===== src/rtl/fetch_unit_if.sv =====
// Fetch-stage bundle: PC-register link, instruction-memory port and IF/ID outputs.
interface fetch_unit_if;
  localparam int unsigned XLEN = 32;

  logic [XLEN-1:0] pc_in;
  logic [XLEN-1:0] pc_next;
  logic            imem_req;
  logic [XLEN-1:0] imem_addr;
  logic            imem_ack;
  logic [XLEN-1:0] imem_rdata;
  logic            stall;
  logic            redirect_valid;
  logic [XLEN-1:0] redirect_target;
  logic            instr_valid;
  logic [XLEN-1:0] instr_out;
  logic [XLEN-1:0] instr_pc;
  logic [XLEN-1:0] instr_pc4;
  logic            fetch_fault;

  modport master (
    input  pc_in,
    output pc_next,
    output imem_req,
    output imem_addr,
    input  imem_ack,
    input  imem_rdata,
    input  stall,
    input  redirect_valid,
    input  redirect_target,
    output instr_valid,
    output instr_out,
    output instr_pc,
    output instr_pc4,
    output fetch_fault
  );

  modport slave (
    output pc_in,
    input  pc_next,
    input  imem_req,
    input  imem_addr,
    output imem_ack,
    output imem_rdata,
    output stall,
    output redirect_valid,
    output redirect_target,
    input  instr_valid,
    input  instr_out,
    input  instr_pc,
    input  instr_pc4,
    input  fetch_fault
  );
endinterface


===== src/rtl/fetch_unit.sv =====
// Instruction-fetch stage: next-PC select, imem request sequencing, IF/ID register with skid.
// Optional macro FETCH_FAULT_EN adds misaligned-redirect and ack-timeout fault detection.
module fetch_unit #(
  parameter logic [31:0] RESET_PC = 32'h0000_0000,
  parameter int unsigned MAX_WAIT = 15
) (
  input logic          clk,
  input logic          reset,
  fetch_unit_if.master bus
);

  localparam int unsigned XLEN = 32;

  typedef enum logic [2:0] {IDLE, REQ, HOLD, DROP, FAULT} state_t;

  typedef struct packed {
    logic [XLEN-1:0] instr;
    logic [XLEN-1:0] pc;
    logic [XLEN-1:0] pc4;
  } entry_t;

  state_t          r_state, w_state_nxt;
  logic            r_req, w_req_nxt;
  logic [XLEN-1:0] r_addr, w_addr_nxt;
  logic            r_valid, w_valid_nxt;
  entry_t          r_out, w_out_nxt;
  entry_t          r_skid, w_skid_nxt;
  logic [XLEN-1:0] w_pc_next;
  logic [XLEN-1:0] w_pc_inc;
  logic [XLEN-1:0] w_target;
  entry_t          w_fetched;
  logic            w_fault_hold;
  logic            w_fault_set;

`ifdef FETCH_FAULT_EN
  localparam int unsigned CW = $clog2(MAX_WAIT + 2);

  logic          r_fault;
  logic [CW-1:0] r_wait_cnt;

  assign w_target     = bus.redirect_target;
  assign w_fault_hold = r_fault;
  assign w_fault_set  = !r_fault &&
                        ((bus.redirect_valid && (bus.redirect_target[1:0] != 2'b00)) ||
                         (r_req && !bus.imem_ack && (r_wait_cnt == CW'(MAX_WAIT))));

  // Sticky fault flag and saturating count of cycles spent waiting for an ack
  always_ff @(posedge clk) begin
    if (!reset) begin
      r_fault    <= 1'b0;
      r_wait_cnt <= '0;
    end else begin
      if (w_fault_set) r_fault <= 1'b1;
      if (r_req && !bus.imem_ack) begin
        if (r_wait_cnt != CW'(MAX_WAIT)) r_wait_cnt <= r_wait_cnt + CW'(1);
      end else begin
        r_wait_cnt <= '0;
      end
    end
  end

  assign bus.fetch_fault = r_fault;
`else
  logic w_unused;

  assign w_target        = {bus.redirect_target[XLEN-1:2], 2'b00};
  assign w_fault_hold    = 1'b0;
  assign w_fault_set     = 1'b0;
  assign w_unused        = ^{bus.redirect_target[1:0], 32'(MAX_WAIT)};
  assign bus.fetch_fault = 1'b0;
`endif

  assign w_pc_inc  = bus.pc_in + XLEN'(4);
  assign w_fetched = '{instr: bus.imem_rdata, pc: r_addr, pc4: r_addr + XLEN'(4)};

  // Next-state, next-PC and IF/ID update; redirect outranks everything but a fault
  always_comb begin
    w_state_nxt = r_state;
    w_req_nxt   = r_req;
    w_addr_nxt  = r_addr;
    w_valid_nxt = r_valid;
    w_out_nxt   = r_out;
    w_skid_nxt  = r_skid;
    w_pc_next   = bus.pc_in;

    if (r_valid && !bus.stall) w_valid_nxt = 1'b0;

    if (w_fault_hold || w_fault_set) begin
      w_state_nxt = FAULT;
      w_req_nxt   = 1'b0;
      w_valid_nxt = 1'b0;
    end else if (bus.redirect_valid) begin
      w_valid_nxt = 1'b0;
      w_pc_next   = w_target;
      if (r_req && !bus.imem_ack) begin
        w_state_nxt = DROP;
      end else begin
        w_state_nxt = REQ;
        w_req_nxt   = 1'b1;
        w_addr_nxt  = w_target;
      end
    end else begin
      unique case (r_state)
        IDLE: begin
          w_state_nxt = REQ;
          w_req_nxt   = 1'b1;
          w_addr_nxt  = bus.pc_in;
        end
        REQ: begin
          if (bus.imem_ack) begin
            w_pc_next = w_pc_inc;
            if (!r_valid || !bus.stall) begin
              w_out_nxt   = w_fetched;
              w_valid_nxt = 1'b1;
              w_addr_nxt  = w_pc_inc;
            end else begin
              w_skid_nxt  = w_fetched;
              w_state_nxt = HOLD;
              w_req_nxt   = 1'b0;
            end
          end
        end
        HOLD: begin
          if (!bus.stall) begin
            w_out_nxt   = r_skid;
            w_valid_nxt = 1'b1;
            w_state_nxt = REQ;
            w_req_nxt   = 1'b1;
            w_addr_nxt  = bus.pc_in;
          end
        end
        DROP: begin
          if (bus.imem_ack) begin
            w_state_nxt = REQ;
            w_req_nxt   = 1'b1;
            w_addr_nxt  = bus.pc_in;
          end
        end
        FAULT: begin
          w_req_nxt   = 1'b0;
          w_valid_nxt = 1'b0;
        end
        default: begin
          w_state_nxt = IDLE;
          w_req_nxt   = 1'b0;
        end
      endcase
    end

    if (!reset) w_pc_next = RESET_PC;
  end

  always_ff @(posedge clk) begin
    if (!reset) begin
      r_state <= IDLE;
      r_req   <= 1'b0;
      r_addr  <= '0;
      r_valid <= 1'b0;
      r_out   <= '0;
      r_skid  <= '0;
    end else begin
      r_state <= w_state_nxt;
      r_req   <= w_req_nxt;
      r_addr  <= w_addr_nxt;
      r_valid <= w_valid_nxt;
      r_out   <= w_out_nxt;
      r_skid  <= w_skid_nxt;
    end
  end

  assign bus.pc_next     = w_pc_next;
  assign bus.imem_req    = r_req;
  assign bus.imem_addr   = r_addr;
  assign bus.instr_valid = r_valid;
  assign bus.instr_out   = r_out.instr;
  assign bus.instr_pc    = r_out.pc;
  assign bus.instr_pc4   = r_out.pc4;

endmodule

===== src/flat_wrapper.sv =====
// flat-port wrapper written by rule: the top's interface ports become plain ports
module fetch_unit_flat 
#(
  parameter logic [31:0] RESET_PC = 32'h0000_0000,
  parameter int unsigned MAX_WAIT = 15
)
  (clk, reset, bus_pc_in, bus_pc_next, bus_imem_req, bus_imem_addr, bus_imem_ack, bus_imem_rdata, bus_stall, bus_redirect_valid, bus_redirect_target, bus_instr_valid, bus_instr_out, bus_instr_pc, bus_instr_pc4, bus_fetch_fault);
  fetch_unit_if bus_i ();
  input logic clk;
  input logic reset;
  input wire logic [$bits(bus_i.pc_in)-1:0] bus_pc_in;
  output wire logic [$bits(bus_i.pc_next)-1:0] bus_pc_next;
  output wire logic [$bits(bus_i.imem_req)-1:0] bus_imem_req;
  output wire logic [$bits(bus_i.imem_addr)-1:0] bus_imem_addr;
  input wire logic [$bits(bus_i.imem_ack)-1:0] bus_imem_ack;
  input wire logic [$bits(bus_i.imem_rdata)-1:0] bus_imem_rdata;
  input wire logic [$bits(bus_i.stall)-1:0] bus_stall;
  input wire logic [$bits(bus_i.redirect_valid)-1:0] bus_redirect_valid;
  input wire logic [$bits(bus_i.redirect_target)-1:0] bus_redirect_target;
  output wire logic [$bits(bus_i.instr_valid)-1:0] bus_instr_valid;
  output wire logic [$bits(bus_i.instr_out)-1:0] bus_instr_out;
  output wire logic [$bits(bus_i.instr_pc)-1:0] bus_instr_pc;
  output wire logic [$bits(bus_i.instr_pc4)-1:0] bus_instr_pc4;
  output wire logic [$bits(bus_i.fetch_fault)-1:0] bus_fetch_fault;
  assign bus_i.pc_in = bus_pc_in;
  assign bus_pc_next = bus_i.pc_next;
  assign bus_imem_req = bus_i.imem_req;
  assign bus_imem_addr = bus_i.imem_addr;
  assign bus_i.imem_ack = bus_imem_ack;
  assign bus_i.imem_rdata = bus_imem_rdata;
  assign bus_i.stall = bus_stall;
  assign bus_i.redirect_valid = bus_redirect_valid;
  assign bus_i.redirect_target = bus_redirect_target;
  assign bus_instr_valid = bus_i.instr_valid;
  assign bus_instr_out = bus_i.instr_out;
  assign bus_instr_pc = bus_i.instr_pc;
  assign bus_instr_pc4 = bus_i.instr_pc4;
  assign bus_fetch_fault = bus_i.fetch_fault;
  fetch_unit #(.RESET_PC(RESET_PC), .MAX_WAIT(MAX_WAIT)) u_core (.clk(clk), .reset(reset), .bus(bus_i));
endmodule

===== config.mk =====
export PLATFORM = sky130hd
export DESIGN_NAME = fetch_unit_flat
export DESIGN_NICKNAME = d
export VERILOG_FILES = /design/src/rtl/fetch_unit_if.sv /design/src/rtl/fetch_unit.sv /design/src/flat_wrapper.sv
export SDC_FILE = /design/constraint.sdc
export NUM_CORES = 1
export LEC_CHECK = 0
export ABC_AREA = 1
export CORE_MARGIN = 2
export CORE_UTILIZATION = 51
export DETAILED_ROUTE_END_ITERATION = 10
export PLACE_DENSITY = 0.81
export RECOVER_POWER = 100
export SETUP_SLACK_MARGIN = 0.02
export SYNTH_ARGS = -nofsm -noshare
export SYNTH_HDL_FRONTEND = slang
export SYNTH_SLANG_ARGS = --single-unit

===== constraint.sdc =====
create_clock -name clk -period 2.4 [get_ports clk]
set_input_delay 0.36 -clock clk [delete_from_list [all_inputs] [get_ports clk]]
set_output_delay 0.36 -clock clk [all_outputs]
set_load 0.01 [all_outputs]

==> PnR_summary.wiki <==
{| class="wikitable"
! Metric !! Value
|-
| Setup repair after global routing missed its margin || true
|-
| First-pass GRT wire length || 63.8 mm
|-
| Arrival @ worst endpoint || 1.99 ns
|-
| Final Hold Viols || 0
|-
| Effective utilization at floorplan || 0.520
|-
| Largest family of logic cells by synthesized area || simple AND/OR/NAND/NOR gates
|-
| Detailed placer's ending HPWL || 27.5 mm
|-
| Post-layout minimum cycle time || 2.35 ns
|-
| Average cell area after synthesis || 6.51 um^2
|-
| Via count || 13,400
|-
| Area enclosed by the die boundary || 0.0244 mm^2
|-
| Count of boundary I/O pins || 264
|-
| Number of clock sinks || 224
|-
| Share of cell area taken by muxes after synthesis || 0
|-
| Most used cell, CP || sky130_fd_sc_hd__nand2_1
|-
| Utilization after layout || 0.700
|-
| Clk_skew || 0.0107 ns
|-
| All-layer global routing usage || 0.322
|-
| Power density cells || 658 mW/mm^2
|-
| CP Buf/Inv Count || 2
|-
| Peak Freq || 426 MHz
|-
| CTS tree || done
|-
| Setup slack after layout || 0.0520 ns
|-
| Pleak || 7.14 nW
|-
| Final cycle utilization of the critical path || 0.978
|-
| Post-detailed-route wirelength per cell || 17.1 um
|-
| Leading cell types by total area after synthesis || sky130_fd_sc_hd__dfxtp_1 (38%), sky130_fd_sc_hd__nand2_1 (14%), sky130_fd_sc_hd__o21ai_0 (9.4%), sky130_fd_sc_hd__nor2_1 (7.9%), sky130_fd_sc_hd__a21oi_1 (7.4%)
|-
| Library cell contributing the largest single delay on the critical path || sky130_fd_sc_hd__clkdlybuf4s50_1
|-
| Clock latency reported for the late side of the worst-skew pair || 0.51 ns
|-
| Gr ovfl total || 0
|-
| Final-layout fill cell count || 1,941
|-
| Adder-cell area share of the yosys netlist || 0.00636
|-
| Fraction of the mapped netlist area in simple logic gates || 0.269
|-
| Leading cell types in the layout, fill and taps excluded || sky130_fd_sc_hd__nand2_1 (419), sky130_fd_sc_hd__nor2_1 (227), sky130_fd_sc_hd__dfxtp_1 (223)
|-
| Finished Cell Area || 0.0159 mm^2
|-
| Worst path max stage delay || 0.52 ns
|-
| H-tree depth reported by CTS || 1
|-
| Max rail drop VDD || 0.552 mV
|-
| Sequential element share of the synthesized area || 0.380
|-
| Slack of the worst reg-to-reg path || 0.12 ns
|-
| Number of failing setup endpoints in the final timing report || 0
|-
| Outcome || complete, no violations
|-
| Type of origin of the critical path || input port
|-
| Pre-CTS setup slack || -0.529 ns
|-
| Yosys synthesis warning count || 0
|-
| CTS clk-pin slew, worst paths || 0.06 ns
|-
| Routing usage on met2 || 0.542
|-
| Xor and xnor fraction of the mapped netlist area || 0.0156
|-
| Post-synthesis cell area || 0.0118 mm^2
|-
| Final GP Congestion || 0.976
|-
| Largest area contributor in the synthesized netlist || sky130_fd_sc_hd__dfxtp_1
|-
| Synth unique cells || 39
|-
| Std cell rows || 55
|-
| TritonCTS Buffers || 23
|-
| Portion of synthesized cell area occupied by the leading cell type || 0.380
|-
| Actual transition at the worst max-transition pin || 0.764 ns
|-
| DR vias/cell || 5.65
|-
| Maximum number of pins on one net before global-route repair || 177
|-
| Number of buffer cells added on primary ports || 260
|-
| Req. time, crit path || 2.04 ns
|-
| P&R area growth vs syn || 34.7%
|-
| Class of the most critical setup path || in2out
|-
| Overall die height || 156 um
|-
| Routing layer with the top usage in global route || met2
|-
| Number of diodes || 0
|-
| Commonest non-fill, non-tap cell in the layout || sky130_fd_sc_hd__nand2_1
|-
| Number of nets in the layout || 2,174
|-
| Antenna violations before repair || 0
|-
| Met1 Resource Use GR || 0.417
|-
| Worst Path Max Fanout || 4
|-
| DRT Pass-1 Iters || 6
|-
| Die Width || 156 um
|-
| Class of the tightest hold or removal check || in2reg
|-
| Post-Synthesis Net Count || 1,919
|-
| Total routed wirelength || 40.5 mm
|-
| Violation count after the first detailed-routing iteration || 1,372
|-
| Endpoint kind of the worst setup timing path || primary output
|-
| CORE AREA || 0.0227 mm^2
|-
| Number of buffers inserted for hold repair after clock tree synthesis || 0
|-
| Met3 layer usage reported by global route || 0.0497
|-
| Placed cell areas || 0.0149 mm^2
|-
| Total of max-cap violations || 0
|-
| Ratio of cells with drive above 1 in the final layout || 0.118
|-
| Worst slew margin relative to its limit || 0.491
|-
| Final routed DRC violation total || 0
|-
| Family with the most delay on the worst path || simple AND/OR/NAND/NOR gates
|-
| Complex-gate fraction of the synthesized area || 0.225
|-
| Clock root buffer || sky130_fd_sc_hd__clkbuf_16
|-
| Worst-path cell chain || clkdlybuf4s50_1, nand2_1, nor2_4, nand2_1, nor2_2, nand2_1, nand2_1, nand3_1, nand2_1, nand2_1, clkdlybuf4s15_2
|-
| Post-synthesis instance total || 1,812
|-
| Max Buffers Root-to-Sink || 3
|-
| Routed Antenna Nets || 0
|-
| Seq cells post-synth || 224
|-
| Via count of the first global-routing pass || 12,400
|-
| Final count of pins violating max slew || 0
|}
worst register-to-register path, cell delays in order, from the launching register on:
cell and delay (ns):
sky130_fd_sc_hd__dfxtp_1 0.32, sky130_fd_sc_hd__inv_2 0.09, sky130_fd_sc_hd__ha_4 0.15, sky130_fd_sc_hd__buf_4 0.41, sky130_fd_sc_hd__o21ai_2 0.12, sky130_fd_sc_hd__a21oi_1 0.15
sky130_fd_sc_hd__nand2_1 0.19, sky130_fd_sc_hd__inv_4 0.15, sky130_fd_sc_hd__buf_12 0.25, sky130_fd_sc_hd__o21ai_0 0.17, sky130_fd_sc_hd__a31oi_1 0.19
through the flow:
| step | setup TNS [ns] | hold slack, ns | total power, W | std cells |
|---|---|---|---|---|
| floorplan | 0 | 0.444 | 0.00558 | 1812 |
| global placement | -10.53 | 0.454 | 0.00678 | 2314 |
| detailed placement | -11.77 | 0.459 | 0.00681 | 2314 |
| CTS | 0 | 0.383 | 0.0106 | 2367 |
| global route | -0.140 | 0.437 | 0.0109 | 2368 |
| finish | 0 | 0.401 | 0.0105 | 2368 |
timing repair:
item	4_1_cts	5_1_grt
cloned	0	0
pin swaps	17	13
setup endpoints to repair	30	34
gates resized for setup	137	50
buffers inserted	12	1
where the power goes:
part,leakage [nW],internal (W),switching [W]
clock network,0.394,0.00232,0.00149
logic,4.92,0.00101,0.00137
registers,1.83,0.00399,0.000290
total,7.14,0.00732,0.00315
cell usage after synthesis:
master,instances
sky130_fd_sc_hd__nand3_2,1
sky130_fd_sc_hd__nand3_1,93
sky130_fd_sc_hd__conb_1,1
sky130_fd_sc_hd__buf_1,3
sky130_fd_sc_hd__dfxtp_1,224
sky130_fd_sc_hd__xor2_1,20
sky130_fd_sc_hd__o21bai_1,2
sky130_fd_sc_hd__clkinv_1,1
sky130_fd_sc_hd__o21a_1,2
sky130_fd_sc_hd__a21oi_2,1
sky130_fd_sc_hd__o21ai_1,11
sky130_fd_sc_hd__xnor2_1,1
sky130_fd_sc_hd__nor2_4,4
sky130_fd_sc_hd__nand2_1,434
sky130_fd_sc_hd__inv_2,3
sky130_fd_sc_hd__clkbuf_1,70
sky130_fd_sc_hd__clkbuf_2,1
sky130_fd_sc_hd__o211ai_1,14
sky130_fd_sc_hd__nor2_2,4
sky130_fd_sc_hd__nand4_1,3
sky130_fd_sc_hd__a211oi_2,1
sky130_fd_sc_hd__buf_6,5
sky130_fd_sc_hd__ha_1,6
sky130_fd_sc_hd__o21ai_2,1
sky130_fd_sc_hd__and2_1,1
sky130_fd_sc_hd__a21o_1,1
sky130_fd_sc_hd__a211oi_1,1
sky130_fd_sc_hd__inv_1,107
sky130_fd_sc_hd__o21ai_0,221
sky130_fd_sc_hd__buf_4,41
sky130_fd_sc_hd__nand3b_1,1
sky130_fd_sc_hd__a21oi_1,174
sky130_fd_sc_hd__o22ai_1,2
sky130_fd_sc_hd__buf_2,32
sky130_fd_sc_hd__a31oi_1,68
sky130_fd_sc_hd__nor2_1,249
sky130_fd_sc_hd__inv_4,1
sky130_fd_sc_hd__nor3_1,4
sky130_fd_sc_hd__nand2_2,3
final timing paths:
path | from | endpoint | cells past startpoint
hold / removal | bus_redirect_valid | u_core.bus.instr_valid | 5
setup / recovery | bus_pc_in[19] | bus_pc_next[31] | 11
hold reg to reg | u_core.r_skid[49] | u_core.bus.instr_pc[17] | 2
setup reg to reg | u_core.r_state[1] | u_core.bus.instr_out[22] | 10
sequential cells by signal, indices dropped and copies added, names as in the netlist:
register	cells
u_core.bus.instr_out	32
u_core.bus.imem_req	1
u_core.r_skid	94
u_core.bus.imem_addr	32
u_core.bus.instr_pc4	32
u_core.r_state	2
u_core.bus.instr_valid	1
u_core.bus.instr_pc	30
final cells by class:
class / count / area, um^2 / area share
repair buffers: 382 / 3540 / 0.223
clock inverters: 10 / 156 / 0.00984
well taps: 285 / 357 / 0.0224
clock buffers: 31 / 646 / 0.0406
multi-input cells: 1324 / 6280 / 0.395
inverters: 112 / 430 / 0.0271
flip-flops and latches: 224 / 4490 / 0.282
layer usage:
layer  part of all wire  vias to the layer above
li1                   -                     6457
met1               0.41                     6172
met2               0.47                      654
met3              0.082                      108
met4              0.043                        0
met5                  0                        -
cells by family (layout without fill, tap and decap cells):
kind of cell | after synthesis | count (layout)
xor gates and xnor gates | 21 | 21
other | 1 | 1
DFF | 224 | 224
adders and majority gates | 6 | 6
buffers and inverters | 264 | 535
and+or+nand+nor | 797 | 797
AOI/OAI and AO/OA | 499 | 499
No activity file was read; power rests on OpenSTA's default activity.
